[config.mk]
export PLATFORM = sky130hd
export DESIGN_NAME = map_ram_arbiter_flat
export DESIGN_NICKNAME = d
export VERILOG_FILES = /design/src/rtl/map_ram_arbiter_if.sv /design/src/rtl/map_ram_arbiter.sv /design/src/flat_wrapper.sv
export SDC_FILE = /design/constraint.sdc
export NUM_CORES = 1
export LEC_CHECK = 0
export ABC_AREA = 1
export CORE_UTILIZATION = 37
export CTS_CLUSTER_DIAMETER = 120
export DETAILED_ROUTE_END_ITERATION = 8
export PLACE_DENSITY = 0.79
export SLEW_MARGIN = 25
export SYNTH_ARGS = -nofsm -noshare
export SYNTH_HDL_FRONTEND = slang
export SYNTH_SLANG_ARGS = --single-unit
[constraint.sdc]
create_clock -name clk -period 1.45 [get_ports clk]
set_input_delay 0.145 -clock clk [delete_from_list [all_inputs] [get_ports clk]]
set_output_delay 0.145 -clock clk [all_outputs]
set_load 0.05 [all_outputs]
[src/rtl/map_ram_arbiter_if.sv]
// Signal bundle between the two map requesters, the arbiter and the map BRAM.
// The master side is the requesters plus the BRAM; the slave side is the arbiter.
interface map_ram_arbiter_if #(
    parameter int ADDR_W = 19,
    parameter int DATA_W = 16
);
    logic              req0;
    logic              wr0;
    logic [ADDR_W-1:0] addr0;
    logic [DATA_W-1:0] wdata0;
    logic              lock0;
    logic              ack0;
    logic [DATA_W-1:0] rdata0;

    logic              req1;
    logic [ADDR_W-1:0] addr1;
    logic              ack1;
    logic [DATA_W-1:0] rdata1;

    logic [ADDR_W-1:0] bram_map_addr;
    logic              bram_map_wr;
    logic [DATA_W-1:0] bram_map_dwrite;
    logic [DATA_W-1:0] bram_map_data;

    logic              busy;

    // Handshake: reqN rises with its fields stable and stays high until ackN;
    // ackN is a one-cycle pulse and reqN drops on the edge that ends that pulse.
    modport master (
        output req0, wr0, addr0, wdata0, lock0, req1, addr1, bram_map_data,
        input  ack0, rdata0, ack1, rdata1, bram_map_addr, bram_map_wr,
               bram_map_dwrite, busy
    );

    modport slave (
        input  req0, wr0, addr0, wdata0, lock0, req1, addr1, bram_map_data,
        output ack0, rdata0, ack1, rdata1, bram_map_addr, bram_map_wr,
               bram_map_dwrite, busy
    );
endinterface

[src/rtl/map_ram_arbiter.sv]
// Two-port round-robin arbiter in front of a single-port map BRAM with one
// cycle of read latency; port 0 may lock the BRAM for read-modify-write.
module map_ram_arbiter #(
    parameter int ADDR_W = 19,
    parameter int DATA_W = 16
) (
    input  logic                    clk,
    input  logic                    rst,
    map_ram_arbiter_if.slave        bus,
    output logic [1:0]              dbg_state
);
    typedef enum logic [1:0] {
        IDLE  = 2'd0,
        ISSUE = 2'd1,
        WAIT  = 2'd2,
        RESP  = 2'd3
    } state_t;

    state_t            state;
    state_t            state_next;

    logic              last_grant;
    logic              lock_held;
    logic              owner;
    logic              owner_wr;
    logic              elig1;
    logic              grant_any;
    logic              grant_sel;

    logic              ack0_q;
    logic              ack1_q;
    logic              wr_q;
    logic [ADDR_W-1:0] addr_q;
    logic [DATA_W-1:0] dwrite_q;
    logic [DATA_W-1:0] rdata0_q;
    logic [DATA_W-1:0] rdata1_q;

    // A held lock makes port 1 invisible, so the tie rule never applies then.
    always_comb begin
        elig1     = bus.req1 && !lock_held;
        grant_any = bus.req0 || elig1;
        grant_sel = 1'b0;
        if (bus.req0 && elig1) begin
            grant_sel = ~last_grant;
        end else if (elig1) begin
            grant_sel = 1'b1;
        end
    end

    always_ff @(posedge clk) begin
        if (rst) begin
            state <= IDLE;
        end else begin
            state <= state_next;
        end
    end

    always_comb begin
        state_next = state;
        case (state)
            IDLE:    if (grant_any) state_next = ISSUE;
            ISSUE:   state_next = owner_wr ? RESP : WAIT;
            WAIT:    state_next = RESP;
            RESP:    state_next = IDLE;
            default: state_next = IDLE;
        endcase
    end

    always_ff @(posedge clk) begin
        if (rst) begin
            last_grant <= 1'b1;
            lock_held  <= 1'b0;
            owner      <= 1'b0;
            owner_wr   <= 1'b0;
            ack0_q     <= 1'b0;
            ack1_q     <= 1'b0;
            wr_q       <= 1'b0;
            addr_q     <= '0;
            dwrite_q   <= '0;
            rdata0_q   <= '0;
            rdata1_q   <= '0;
        end else begin
            case (state)
                IDLE: begin
                    if (grant_any) begin
                        owner      <= grant_sel;
                        last_grant <= grant_sel;
                        owner_wr   <= !grant_sel && bus.wr0;
                        wr_q       <= !grant_sel && bus.wr0;
                        addr_q     <= grant_sel ? bus.addr1 : bus.addr0;
                        if (!grant_sel) begin
                            dwrite_q <= bus.wdata0;
                        end
                    end
                end
                ISSUE: begin
                    wr_q <= 1'b0;
                    // Only port 0 can own a write, so completion is port 0's.
                    if (owner_wr) begin
                        ack0_q    <= 1'b1;
                        lock_held <= bus.lock0;
                    end
                end
                WAIT: begin
                    if (owner) begin
                        rdata1_q <= bus.bram_map_data;
                        ack1_q   <= 1'b1;
                    end else begin
                        rdata0_q  <= bus.bram_map_data;
                        ack0_q    <= 1'b1;
                        lock_held <= bus.lock0;
                    end
                end
                RESP: begin
                    ack0_q <= 1'b0;
                    ack1_q <= 1'b0;
                end
                default: begin
                end
            endcase
        end
    end

    assign bus.ack0            = ack0_q;
    assign bus.ack1            = ack1_q;
    assign bus.rdata0          = rdata0_q;
    assign bus.rdata1          = rdata1_q;
    assign bus.bram_map_addr   = addr_q;
    assign bus.bram_map_wr     = wr_q;
    assign bus.bram_map_dwrite = dwrite_q;
    assign bus.busy            = (state != IDLE) || lock_held;
    assign dbg_state           = state;
endmodule

[src/flat_wrapper.sv]
// flat-port wrapper written by rule: the top's interface ports become plain ports
module map_ram_arbiter_flat 
#(
    parameter int ADDR_W = 19,
    parameter int DATA_W = 16
)
  (clk, rst, dbg_state, bus_req0, bus_wr0, bus_addr0, bus_wdata0, bus_lock0, bus_req1, bus_addr1, bus_bram_map_data, bus_ack0, bus_rdata0, bus_ack1, bus_rdata1, bus_bram_map_addr, bus_bram_map_wr, bus_bram_map_dwrite, bus_busy);
  map_ram_arbiter_if #(.ADDR_W(ADDR_W), .DATA_W(DATA_W)) bus_i ();
  input  logic clk;
  input  logic rst;
  output logic [1:0] dbg_state;
  input wire logic [$bits(bus_i.req0)-1:0] bus_req0;
  input wire logic [$bits(bus_i.wr0)-1:0] bus_wr0;
  input wire logic [$bits(bus_i.addr0)-1:0] bus_addr0;
  input wire logic [$bits(bus_i.wdata0)-1:0] bus_wdata0;
  input wire logic [$bits(bus_i.lock0)-1:0] bus_lock0;
  input wire logic [$bits(bus_i.req1)-1:0] bus_req1;
  input wire logic [$bits(bus_i.addr1)-1:0] bus_addr1;
  input wire logic [$bits(bus_i.bram_map_data)-1:0] bus_bram_map_data;
  output wire logic [$bits(bus_i.ack0)-1:0] bus_ack0;
  output wire logic [$bits(bus_i.rdata0)-1:0] bus_rdata0;
  output wire logic [$bits(bus_i.ack1)-1:0] bus_ack1;
  output wire logic [$bits(bus_i.rdata1)-1:0] bus_rdata1;
  output wire logic [$bits(bus_i.bram_map_addr)-1:0] bus_bram_map_addr;
  output wire logic [$bits(bus_i.bram_map_wr)-1:0] bus_bram_map_wr;
  output wire logic [$bits(bus_i.bram_map_dwrite)-1:0] bus_bram_map_dwrite;
  output wire logic [$bits(bus_i.busy)-1:0] bus_busy;
  assign bus_i.req0 = bus_req0;
  assign bus_i.wr0 = bus_wr0;
  assign bus_i.addr0 = bus_addr0;
  assign bus_i.wdata0 = bus_wdata0;
  assign bus_i.lock0 = bus_lock0;
  assign bus_i.req1 = bus_req1;
  assign bus_i.addr1 = bus_addr1;
  assign bus_i.bram_map_data = bus_bram_map_data;
  assign bus_ack0 = bus_i.ack0;
  assign bus_rdata0 = bus_i.rdata0;
  assign bus_ack1 = bus_i.ack1;
  assign bus_rdata1 = bus_i.rdata1;
  assign bus_bram_map_addr = bus_i.bram_map_addr;
  assign bus_bram_map_wr = bus_i.bram_map_wr;
  assign bus_bram_map_dwrite = bus_i.bram_map_dwrite;
  assign bus_busy = bus_i.busy;
  map_ram_arbiter #(.ADDR_W(ADDR_W), .DATA_W(DATA_W)) u_core (.clk(clk), .rst(rst), .bus(bus_i), .dbg_state(dbg_state));
endmodule
Word-level counts from Yosys, hierarchy flattened:

Cells that the tools add are included.
Widths: inputs -> output; s select.

* bits in registers: 76
* logic and storage cells: 59
* input bits: 76
* output and inout bits: 73

* mux-type cells: 16
* equal/unequal tests: 7
* bitwise operators: 3
* reduce and logical (&&, ||, !) cells: 21

Operators by type and width (count)
* $mux 19: 1
* $reduce_and 2->1: 5
* $mux 1: 9
* $reduce_and 3->1: 3
* $pmux 2 s4: 1
* $reduce_bool 2->1: 4
* $ne 2x1->1 const B: 3
* $pmux 1 s2: 3
* $eq 2x2->1 const B: 2
* $logic_and 1x1->1: 3
* $not 1->1: 3
* $pmux 1 s3: 1
* $reduce_bool 3->1: 1
* $eq 2x1->1 const B: 1
* $logic_not 1->1: 2
* $logic_not 2->1: 1
* $logic_or 1x1->1: 2
* $mux 2: 1
* $ne 2x2->1 const B: 1

Depth between registers and ports, before layout:

Gate-level depths: netlist (run 1).

* depth in word-level cells: 8
* mapped depth: 9
* depth with buffers taken out: 8

Worst setup path after synthesis (run 1):

OpenSTA, ideal clock, no wires.

* path type: register -> register
* start: register u_core.state[0], in the netlist u_core.dbg_state[0]
* end: register u_core.rdata1_q[10], in the netlist u_core.bus.rdata1[10]
* setup slack: -456 ps
* required time: 1334 ps
* cell stages (with the launch flop): 8
* library setup time: 116 ps
* arrival time: 1790 ps
* path buffers: 1
* period minus slack after synthesis: 1906 ps
* cell sequence: dfxtp_1 > inv_1 > ha_1 > nand2_1 > clkinv_1 > buf_2 > nor2_1 > nor2_1

* cells in the longest elaborated chain, start to end: 2

Ends and longest elaborated chain
* start, declared: line map_ram_arbiter.sv:19 `state_t state;`
* start signal, assigned: line map_ram_arbiter.sv:54 `state <= state_next;`
* $eq 2x2->1: line map_ram_arbiter.sv:83 `case (state)`
* $reduce_and 2->1 (no source line)
* end signal, assigned: line map_ram_arbiter.sv:106 `rdata1_q <= bus.bram_map_data;`
* end, declared: line map_ram_arbiter.sv:36 `logic [DATA_W-1:0] rdata1_q;`

Every way passes these cells.
A chain may end at the register's enable or synchronous reset.

Final worst setup path (run 1):

* start: register u_core.state[0], in the netlist u_core.dbg_state[0]
* end: output port bus_busy

* cells in the longest elaborated chain, start to end: 2

Ends and longest elaborated chain
* $reduce_bool 2->1: line map_ram_arbiter.sv:131 `assign bus.busy = (state != IDLE) || lock_held;`
* $logic_or 1x1->1: line map_ram_arbiter.sv:131
* end, declared: line flat_wrapper.sv:27 `output wire logic [$bits(bus_i.busy)-1:0] bus_busy;`

Every way passes these cells.

==> impl_summary.log, run 1 <==
[metrics] routability cong.: roughly 0.77
[metrics] mean area per synthesized cell: 7.094 µm²
[metrics] count of buffer and inverter cells on the critical path: 3
[metrics] worst slew pin tran: 0.2035 ns
[metrics] post-cts hold buffer count: 0
[metrics] pin count of the biggest net entering global routing: 56
[metrics] violation count after the first detailed-route iteration: 77
[metrics] switching power share of the total: between 40 and 50%
[metrics] top-area cell type share of the netlist area: 49.53%
[metrics] row count: 32
[metrics] Final Critical Period: 1.405 ns
[metrics] DRT Wirelength: 8.419 mm
[metrics] drt drc: 0
[metrics] leftover overflow at the end of global routing: 0
[metrics] share of total power in sequential cells: 27.8%
[metrics] multi-input logic area: 1370 µm²
[metrics] Largest delay share family, worst path: flip-flops
[metrics] clock skew: 0.01034 ns
[metrics] critical path endpoint category: primary output
[metrics] data arrival time of the critical path: 1.26 ns
[metrics] required time of the critical path: 1.31 ns
[metrics] total count of max-transition violations in the final report: 0
[metrics] CTS HTree Levels: 3
[metrics] number of endpoints with negative hold slack in the final report: 0
[metrics] wire length per cell after detailed routing: 12.08 µm
[metrics] input/output buffers: approximately 150
[metrics] sequential cell area fraction in the yosys report: 49.53%
[metrics] syn_nets: 514
[metrics] Peak VDD IR: 1149 µV
[metrics] root cell of the clock tree: clkbuf_8
[metrics] final critical-path share of the clock period: between 90% and 100%
[metrics] critical path launch point type: flop
[metrics] CTS tree: built
[metrics] via total after detailed routing: about 3200
[metrics] via density per instance: about 4.6
[metrics] Worst path max stage delay: between 0.3 and 0.4 ns
[metrics] fraction of layout cells with a size suffix above 1: between 20 and 25%
[metrics] synth unique cells: 19
[metrics] starting density of the core: 38.94%
[metrics] Worst slew margin: between 80% and 90%
[metrics] Storage cell area: 1529 µm²
[metrics] setup_tns: 0 ns
[metrics] library cell with the largest summed area after synthesis: dfxtp_1
[metrics] width of the die: 93.12 µm
[metrics] internal power: about 6.0 mW
[metrics] fill cell total of the finished layout: 710
[metrics] die footprint: 8670 µm²
[metrics] Worst Path Max Fanout: 4
[metrics] peak clock frequency supported by timing: 711.6 MHz
[metrics] critical path class: flop to primary output
[metrics] total clock sinks: 76
[metrics] final layout net count: 672
[metrics] clock transition time at the flip-flop clock pins of the worst setup and hold paths: ~0.080 ns
[metrics] clock buffer count from CTS: 9
[metrics] initial antenna violation count: 0
[metrics] placed instance count: 675
[metrics] dominant cells by area after synthesis: dfxtp_1, nor2_1, nand2_1
[metrics] slowest stage cell on the critical path: dfxtp_4
[metrics] combinational share of power: a little under three fifths
[metrics] Yosys warnings: 0
[metrics] synthesized cell area: around 3100 µm²
[metrics] placeable core region: 7888 µm²
[metrics] non-filler cells in the finished layout: 697
[metrics] clock network fraction of total power: 16.2%
[metrics] number of max-cap violations: 0
[metrics] Syn-to-layout area delta: 61.14%
[metrics] CTS Buffer Depth: 2
[metrics] final count of negative-setup-slack endpoints: 0
[metrics] worst skew pair latency: between 0.3 and 0.4 ns
[metrics] vias in the first global route: just under 3000
[metrics] global-route wire length before repair: roughly 13 mm
[metrics] sum of net half-perimeters after detailed placement: just under 6 mm
[metrics] antenna fix cells: 0
[metrics] I/O pin count: 149
[metrics] cell area power density: 2255 nW/µm²
[metrics] number of register bits inferred by synthesis: 76
[metrics] Pleak: 2.272 nW
[metrics] result of the run: complete, no violations
[metrics] Cell Chain, Critical Path: inv_4 -> ha_4 -> buf_4 -> nand2_4 -> buf_12
[metrics] synthesized instance count: 433
[metrics] number of iterations in the first detailed-routing pass: 4
[metrics] DRT antenna net count: 0
[metrics] Worst Hold Slack: 0.3765 ns
[metrics] net switching power figure: 5.154 mW
[metrics] Total Routing Usage GR: between 10% and 20%
[metrics] worst hold path class: input port to flop
[metrics] Die Y-Extent: around 93 µm
## worst min-delay path, cell delays in order
cell             delay, ns
clkdlybuf4s50_1       0.39
nor2_1                0.10
nor2_1                0.05
## Yosys cell counts, drive strengths merged
library cell and number:
nor2 118, nand2 89, dfxtp 76, o21ai 56
inv 31, a21oi 28, buf 13, clkbuf 9
ha 5, nand3 4, clkinv 2, o211ai 1
or2 1
## power by group through the flow
stage | sequential (mW) | clock (mW) | combinational (mW)
2_1_floorplan | 5.18 | 0 | 1.90
3_3_place_gp | 3.12 | 0 | 5.73
3_5_place_dp | 3.14 | 0 | 5.82
4_1_cts | 3.09 | 1.85 | 5.90
5_1_grt | 3.17 | 1.94 | 6.73
6_report | 3.10 | 1.80 | 6.26
## through the flow
step	util (%)	setup slack [ns]	power, mW	instance area (µm²)
after floorplan	-	-0.01349	7.081	3085
after global placement	57.88	-0.05185	8.850	4566
after detailed placement	57.88	-0.09932	8.959	4566
after CTS	61.01	0.007253	10.84	4812
after global routing	62.75	-0.005421	11.84	4950
final	62.75	0.04478	11.16	4950
## layout by cell type, fill, tap and decap left out, types with 5 or more instances in the layout
cell type and count:
a21oi_1 19, a21oi_2 8, buf_12 5, buf_4 85, clkbuf_8 10, clkdlybuf4s50_1 75
dfxtp_1 74, inv_1 25, inv_2 5, nand2_1 84, nor2_1 117, o21ai_0 56
## routing by layer
metal / routed length (µm) / track usage (%)
met1: 3647 / 22.53
met2: 3956 / 31.31
met3: 690 / 5.528
met4: 124 / 7.436
met5: 0 / 0
## kinds of logic (layout without fill, tap and decap cells)
family	count (synthesis)	count (layout)	synth area share, %
fa+ha+maj	5	5	2.037
simple gates	212	212	26.40
flops	76	76	49.53
compound gates	85	85	14.30
buf+inv	55	217	7.739
## what timing repair did
item / 4_1_cts / 5_1_grt
gates resized for setup: 4 / 17
buffers inserted: 1 / 4
endpoints found under the setup margin: 19 / 60
cloned: 0 / 2
pin swaps: 0 / 1
## area by class of cell
cell class | count | area share [%]
sequential | 76 | 30.89
timing repair buffer | 169 | 31.55
inverter | 33 | 2.679
clock inverter | 2 | 0.7583
tap | 102 | 2.578
multi-input combinational | 302 | 27.68
clock buffer | 13 | 3.868
## path summary, 6_finish.rpt
path	cells after the start	end	startpoint	slack, ns
hold reg to reg	2	u_core.last_grant	u_core.last_grant	0.46
setup / recovery	5	bus_busy	u_core.dbg_state[0]	0.04
hold / removal	3	u_core.bus.bram_map_dwrite[5]	bus_wdata0[5]	0.38
setup reg to reg	9	u_core.bus.bram_map_addr[8]	u_core.dbg_state[0]	0.06
## flip-flops by register name (all words and copies together) (netlist names)
signal,flops
u_core.bus.ack0,1
u_core.bus.ack1,1
u_core.bus.bram_map_addr,19
u_core.bus.bram_map_dwrite,16
u_core.bus.bram_map_wr,1
u_core.bus.rdata0,16
u_core.bus.rdata1,16
u_core.dbg_state,2
u_core.last_grant,1
u_core.lock_held,1
u_core.owner,1
u_core.owner_wr,1
Note: power is estimated with default switching activity, not from simulation.
==> run 2: changes to the inputs <==
--- a/config.mk
+++ b/config.mk
@@ -6,6 +6,7 @@
 export NUM_CORES = 1
 export LEC_CHECK = 0
 export ABC_AREA = 1
+export CORE_MARGIN = 1
 export CORE_UTILIZATION = 37
 export CTS_CLUSTER_DIAMETER = 120
 export DETAILED_ROUTE_END_ITERATION = 8
==> results of run 2 <==
Final layout, timing and power as in run 1 (identical DEF).
